<file path="config.mk">
export PLATFORM = sky130hd
export DESIGN_NAME = wta_pwm_flat
export DESIGN_NICKNAME = d
export VERILOG_FILES = /design/src/rtl/wta_pwm_if.sv /design/src/rtl/wta_pwm.sv /design/src/flat_wrapper.sv
export SDC_FILE = /design/constraint.sdc
export NUM_CORES = 1
export LEC_CHECK = 0
export CORE_UTILIZATION = 60
export CTS_CLUSTER_SIZE = 8
export DETAILED_ROUTE_END_ITERATION = 10
export PLACE_DENSITY = 0.86
export SYNTH_ARGS = -nofsm -noshare
export SYNTH_HDL_FRONTEND = slang
export SYNTH_SLANG_ARGS = --single-unit
</file>
<file path="constraint.sdc">
create_clock -name clk -period 16.7 [get_ports clk]
set_clock_uncertainty 0.2 [all_clocks]
set_input_delay 5.01 -clock clk [delete_from_list [all_inputs] [get_ports clk]]
set_output_delay 5.01 -clock clk [all_outputs]
set_load 0.01 [all_outputs]
</file>
<file path="src/rtl/wta_pwm_if.sv">
// Pin bundle of the winner-take-all PWM block: level/strobe inputs, PWM and status outputs.
// Latency: none; plain wires between the driver and the block.
// Backpressure: none; loads are fire-and-forget, one per cycle.
interface wta_pwm_if;
    logic       ena;
    logic [7:0] ui_in;
    logic [7:0] uio_in;
    logic [7:0] uio_out;
    logic [7:0] uio_oe;
    logic [7:0] uo_out;

    // Driver side: supplies levels and strobes, observes PWM/status.
    modport master (
        output ena,
        output ui_in,
        output uio_in,
        input  uio_out,
        input  uio_oe,
        input  uo_out
    );

    // Block side.
    modport slave (
        input  ena,
        input  ui_in,
        input  uio_in,
        output uio_out,
        output uio_oe,
        output uo_out
    );
endinterface

</file>
<file path="src/rtl/wta_pwm.sv">
// Winner-take-all PWM: four levels compete, the largest drives a 256-cycle PWM on its own pin.
// Latency: a load is visible in the duty at the next period boundary (at most 257 cycles).
// Backpressure: none; a load strobe is accepted every cycle, later loads overwrite.
module wta_pwm #(
    parameter int CNT_W = 8,
    parameter int N_CH  = 4
) (
    input  logic         clk,
    input  logic         rst_n,    // active-high synchronous reset despite the name
    wta_pwm_if.slave     bus
);
    localparam int IDX_W = $clog2(N_CH);

    logic [CNT_W-1:0] lvl_q [N_CH];
    logic [CNT_W-1:0] lvl_d [N_CH];
    logic [CNT_W-1:0] cnt_q, cnt_d;
    logic [IDX_W-1:0] win_idx_q, win_idx_d;
    logic [CNT_W-1:0] win_lvl_q, win_lvl_d;

    logic [IDX_W-1:0] best_idx;
    logic [CNT_W-1:0] best_lvl;
    logic             pwm;
    logic [N_CH-1:0]  ch_pwm;
    logic             load;
    logic [IDX_W-1:0] load_sel;

    // ena and the spare uio_in bits carry no meaning for this block.
    logic unused_in;
    assign unused_in = ^{bus.ena, bus.uio_in[7:3]};

    assign load     = bus.uio_in[2];
    assign load_sel = bus.uio_in[IDX_W-1:0];

    // Largest registered level wins; strict compare keeps the lowest index on ties.
    always_comb begin
        best_idx = '0;
        best_lvl = lvl_q[0];
        for (int i = 1; i < N_CH; i++) begin
            if (lvl_q[i] > best_lvl) begin
                best_lvl = lvl_q[i];
                best_idx = IDX_W'(i);
            end
        end
    end

    // Next state: free-running counter, level writes, winner latched only at the period boundary.
    always_comb begin
        lvl_d     = lvl_q;
        cnt_d     = cnt_q + 1'b1;
        win_idx_d = win_idx_q;
        win_lvl_d = win_lvl_q;
        if (load) begin
            lvl_d[load_sel] = bus.ui_in[CNT_W-1:0];
        end
        // Uses pre-edge levels, so a load on the boundary edge waits one more period.
        if (cnt_q == '1) begin
            win_idx_d = best_idx;
            win_lvl_d = best_lvl;
        end
    end

    // State registers; reset overrides loading and counting.
    always_ff @(posedge clk) begin
        if (rst_n) begin
            for (int i = 0; i < N_CH; i++) begin
                lvl_q[i] <= '0;
            end
            cnt_q     <= '0;
            win_idx_q <= '0;
            win_lvl_q <= '0;
        end else begin
            lvl_q     <= lvl_d;
            cnt_q     <= cnt_d;
            win_idx_q <= win_idx_d;
            win_lvl_q <= win_lvl_d;
        end
    end

    // Duty equals win_lvl; 255 still leaves cnt=255 low, so 100% is never reached.
    assign pwm = (cnt_q < win_lvl_q);

    // Only the winning channel's pin carries the PWM.
    always_comb begin
        ch_pwm = '0;
        for (int k = 0; k < N_CH; k++) begin
            ch_pwm[k] = pwm && (win_idx_q == IDX_W'(k));
        end
    end

    assign bus.uo_out  = {(cnt_q == '0), pwm, win_idx_q, ch_pwm};
    assign bus.uio_out = {win_lvl_q[CNT_W-1 -: 4], 4'b0000};
    assign bus.uio_oe  = 8'hF0;
endmodule

</file>
<file path="src/flat_wrapper.sv">
// flat-port wrapper written by rule: the top's interface ports become plain ports
module wta_pwm_flat 
#(
    parameter int CNT_W = 8,
    parameter int N_CH  = 4
)
  (clk, rst_n, bus_ena, bus_ui_in, bus_uio_in, bus_uio_out, bus_uio_oe, bus_uo_out);
  wta_pwm_if bus_i ();
  input  logic clk;
  input  logic rst_n;
  input wire logic [$bits(bus_i.ena)-1:0] bus_ena;
  input wire logic [$bits(bus_i.ui_in)-1:0] bus_ui_in;
  input wire logic [$bits(bus_i.uio_in)-1:0] bus_uio_in;
  output wire logic [$bits(bus_i.uio_out)-1:0] bus_uio_out;
  output wire logic [$bits(bus_i.uio_oe)-1:0] bus_uio_oe;
  output wire logic [$bits(bus_i.uo_out)-1:0] bus_uo_out;
  assign bus_i.ena = bus_ena;
  assign bus_i.ui_in = bus_ui_in;
  assign bus_i.uio_in = bus_uio_in;
  assign bus_uio_out = bus_i.uio_out;
  assign bus_uio_oe = bus_i.uio_oe;
  assign bus_uo_out = bus_i.uo_out;
  wta_pwm #(.CNT_W(CNT_W), .N_CH(N_CH)) u_core (.clk(clk), .rst_n(rst_n), .bus(bus_i));
endmodule
</file>
* After elaboration in Yosys (flattened, before gate mapping)
Cells that the tools add are included.
** Word-level totals
- Register bits after elaboration :: 50
- Output and inout port bits :: 24
- Logic and storage cells :: 35
** Cells by class
- Add/sub/neg operators :: 1
- Order comparisons :: 6
- Equal/unequal tests :: 4
- Muxes and demuxes :: 9
- Bitwise operators :: 1
- Reduce and logical (&&, ||, !) cells :: 7
** Operators by type and width (number)
- bitwise mux 32 bit :: 1
- two-way mux 8 bit :: 4
- > comparator 8 bit :: 3
- demux 8 bit (select 2 bit) :: 1
- adder 8 x 1 -> 8 bit, second input constant :: 1
- == test 8 bit, second input constant :: 1
- logical NOT 8 bit :: 1
- less-than comparator 8 bit :: 1
- logical AND 1 bit :: 5
- == test 2 bit, second input constant :: 2
- two-way mux 2 bit :: 2
- >= comparator 3 bit, second input constant :: 1
- less-than comparator 3 x 1 -> 1 bit, second input constant :: 1
- inverter 2 -> 3 bit :: 1
- == test 2 x 1 -> 1 bit, second input constant :: 1
- logical NOT 2 bit :: 1
- two-way mux 1 bit :: 1

* Logic depth before layout (Yosys ltp)
- Word-level depth :: 6
- Depth in mapped cells :: 26
- Gate-level depth less buffers :: 24

* Worst setup path after synthesis
OpenSTA, ideal clock, no wires.
- Path type :: flip-flop to output port
- Start point :: register u_core.win_lvl_q[1]
- End point :: output bus_uo_out[0]
- Data arrival time :: 1.739 ns
- Data required time :: 11.490 ns
- Path slack :: 9.751 ns
- Cell stages (with the launch flop) :: 9
- Path buffers :: 0
- Cells stage by stage :: dfxtp_1 -> inv_1 -> ha_1 -> a21o_1 -> a21o_1 -> a21o_1 -> a21oi_1 -> o21ai_0 -> a211oi_1
** Between the ends
- Longest elaborated chain between the ends :: 2
** Ends and longest elaborated chain
- from (decl) :: line wta_pwm.sv:18 : logic [CNT_W-1:0] win_lvl_q, win_lvl_d;
- from (signal assigned) :: line wta_pwm.sv:75 : win_lvl_q <= win_lvl_d;
- less-than comparator 8 bit :: line wta_pwm.sv:80 : assign pwm = (cnt_q < win_lvl_q);
- logical AND 1 bit :: line wta_pwm.sv:86 : ch_pwm[k] = pwm && (win_idx_q == IDX_W'(k));
- to (decl) :: line flat_wrapper.sv:16 : output wire logic [$bits(bus_i.uo_out)-1:0] bus_uo_out;
No other way between the ends.

* Worst setup path after layout
Same ends and word-level chain as after synthesis.

==> flow_metrics.py <==
metrics = {
    "outcome": {
        "status": "complete, no violations",
    },
    "routing": {
        "first_pass_iters": 4,
        "drc_errors": 0,
        "vias_per_cell": 5.69,
        "wl_um": 6460,
        "vias": 2612,
        "wire_per_inst_um": 14.1,
        "ant_nets": 0,
        "drt_iter0_drc": 123,
    },
    "yosys": {
        "synth_cells": 376,
        "synth_edf_count": 0,
        "netlist.area_leader.share_pct": 31.3,
        "ys_top_cells_by_area": "dfxtp_1 31%, ha_1 13%, mux2i_1 9.7%, nor2_1 6.5%, a21oi_1 4.5%",
        "synth_warnings": 0,
        "synth_common_cells": "55 x nor2_1, 50 x dfxtp_1, 32 x ha_1, 31 x mux2i_1, 29 x a21oi_1",
        "synth_top_area_cell": "dfxtp_1",
        "synth_cell_types": 52,
        "ys.flop_type": "dfxtp_1",
        "synth_seq_cells": 50,
        "postSynthAreaPerCell_um2": 8.50,
        "yosysSeqAreaShare_pct": 31.3,
        "async_flop_share_pct": 0,
        "yosys.cell_count.top_type": "nor2_1",
        "syn_area_um2": 3200,
    },
    "cts": {
        "cts_hold_buf": 0,
        "cts_root_buffer": "clkbuf_8",
        "tritoncts": "yes",
        "h-tree-depth": 2,
        "cts_resized": 0,
        "clock_path_buffers": 2,
        "cts_sinks": 50,
        "clk_pin_slew_ns": 0.09,
        "postCtsSetupBuffers": 0,
        "cts_buffers": 5,
        "clk_latency_ns": 0.31,
    },
    "layout": {
        "drive_gt1_share_pct": 6.43,
        "antenna_cells": 0,
        "syn_to_final_growth_pct": 9.44,
        "fin_util_pct": 68.5,
        "num-fill-cells": 417,
        "fin_nets": 439,
    },
    "place": {
        "dp_hpwl_um": 4940,
        "place.gp.congestion": 0.868,
        "port_buffers": 24,
    },
    "die": {
        "die_w_um": 75.0,
        "start_util_pct": 62.6,
        "core.rowCount": 26,
        "ioPinCount": 43,
        "die-area_um2": 5620,
        "die_h_um": 75.0,
        "core_area_um2": 5110,
    },
    "grt": {
        "grt-ovfl-total": 0,
        "grt_max_degree": 53,
        "grt_pass1_wl_um": 10800,
        "grt_pass1_vias": 2542,
        "met3_usage_pct": 4.28,
        "grt.busiest_layer": "met2",
        "grtUsageTotal_pct": 25.0,
        "grtUsageMet1_pct": 28.8,
        "antenna_found_initial": 0,
        "grtUsageMet2_pct": 46.0,
    },
    "critical_path": {
        "crit_fanout": 5,
        "crit_type": "flop to output port",
        "cp.arrival_ns": 2.64,
        "crit_required_ns": 11.49,
        "setup.worst_path.start_class": "flop",
        "crit_path_end_kind": "output port",
    },
    "sta": {
        "rsz0062_at_grt": "no",
        "tightest_slew_ns": 0.985,
        "fin_crit_ns": 7.85,
        "slew_headroom_pct": 34.0,
        "setup_tns_ns": 0,
        "setup_viol": 0,
        "max_freq_mhz": 127,
        "hold_viol_final": 0,
        "slew_violations": 0,
        "fin_crit_sh_pct": 47.0,
    },
    "power": {
        "p_sw_share_pct": 31.3,
        "clkPwrFrac_pct": 30.0,
        "power_switching_uw": 89.7,
        "ir_drop_mv": 0.0595,
        "p_leak_uw": 0.00150,
        "p_seq_share_pct": 43.7,
        "p_int_uw": 197,
        "combPwrFrac_pct": 26.2,
        "powerDensity_nw_per_um2": 82.1,
    },
    "run": {
        "maxCapViolations": 0,
    },
    "min_path": {
        "hold_class": "flop to flop",
    },
}
-- per-layer routing --
metal	wire, um	share of wire [%]	vias to the layer above
met5	0	0	-
met4	95	1.5	0
met3	147	2.3	12
met2	3370	52	46
met1	2850	44	1242
li1	-	-	1312
-- kinds of logic (layout without fill, tap and decap cells) --
kind of cell	Yosys count	after routing	synth area share, %
AND/OR/NAND/NOR	126	126	18.9
AO/OA/AOI/OAI	69	69	15.4
buffers and inverters	57	60	9.08
flip-flops	50	50	31.3
multiplexers	35	35	11.1
adder cells (fa/ha/maj)	32	32	12.5
XOR/XNOR	5	5	1.37
other	2	12	0.235
-- per-stage QoR --
step / hold slack [ns] / instances / power (uW) / area [um2] / setup WS, ns
final: 0.257 / 459 / 287 / 3500 / 8.85
after global routing: 0.272 / 459 / 302 / 3500 / 8.72
after global placement: 0.243 / 451 / 200 / 3380 / 9.17
after detailed placement: 0.249 / 451 / 203 / 3380 / 9.19
after floorplan: 0.232 / 386 / 189 / 3230 / 9.75
after CTS: 0.261 / 459 / 287 / 3500 / 8.84
-- worst max-delay path: stages (launching register included) --
cell and delay [ns]:
dfxtp_1 0.34, inv_1 0.04, ha_1 0.29, a21o_1 0.16, a21o_1 0.17, a21o_1 0.18
a21oi_1 0.13, o21ai_0 0.19, a211oi_1 0.27, clkdlybuf4s50_1 0.57
-- power groups by stage --
stage	logic (uW)	registers, uW	clock network (uW)
2_1_floorplan	61.8	127	0
3_3_place_gp	71.6	128	0
3_5_place_dp	74.3	128	0
4_1_cts	74.7	125	87.1
5_1_grt	83.4	126	92.7
6_report	75.3	126	86.2
-- final timing paths --
path                                                       start                               end  slack, ns  cells after the start
worst max-delay path            u_core.win_lvl_q[1]$_SDFFE_PP0N_                     bus_uo_out[0]       8.85                      9
worst min-delay path            u_core.win_lvl_q[1]$_SDFFE_PP0N_  u_core.win_lvl_q[1]$_SDFFE_PP0N_       0.26                      2
worst max register to register     u_core.lvl_q[25]$_SDFFE_PP0P_  u_core.win_lvl_q[2]$_SDFFE_PP0N_      10.07                     23
worst min register to register  u_core.win_lvl_q[1]$_SDFFE_PP0N_  u_core.win_lvl_q[1]$_SDFFE_PP0N_       0.26                      2
-- placed cells by master, fill, tap and decap left out, drive strengths merged, types with 2 or more instances in the layout --
| master | n |
|---|---|
| nor2 | 57 |
| o21ai | 8 |
| nor3 | 9 |
| nand3b | 2 |
| mux2 | 4 |
| conb | 12 |
| nor2b | 4 |
| xnor2 | 2 |
| a211oi | 3 |
| ha | 32 |
| o211ai | 5 |
| mux2i | 31 |
| and3 | 4 |
| a21o | 8 |
| a21oi | 29 |
| clkbuf | 5 |
| nand3 | 11 |
| nor4 | 4 |
| nand2b | 3 |
| o31ai | 3 |
| nand4 | 4 |
| dfxtp | 50 |
| or3 | 3 |
| a311o | 3 |
| nand2 | 17 |
| clkdlybuf4s50 | 24 |
| o311ai | 4 |
| clkinvlp | 2 |
| xor2 | 3 |
| inv | 26 |
| buf | 2 |
| nand4b | 2 |
-- registers in the layout, indices dropped and copies added (netlist names) --
signal	flops
u_core.win_lvl_q	8
u_core.lvl_q	32
u_core.cnt_q	8
u_core.win_idx_q	2
-- area by class of cell --
type	count	area (um2)	share of cell area [%]
Multi-Input combinational cell	279	1940	55.5
Sequential cell	50	1000	28.6
Timing Repair Buffer	26	255	7.30
Inverter	26	97.6	2.79
Tap cell	70	87.6	2.50
Clock buffer	5	68.8	1.97
Clock inverter	3	45.0	1.29
Note: power is estimated with default switching activity, not from simulation.
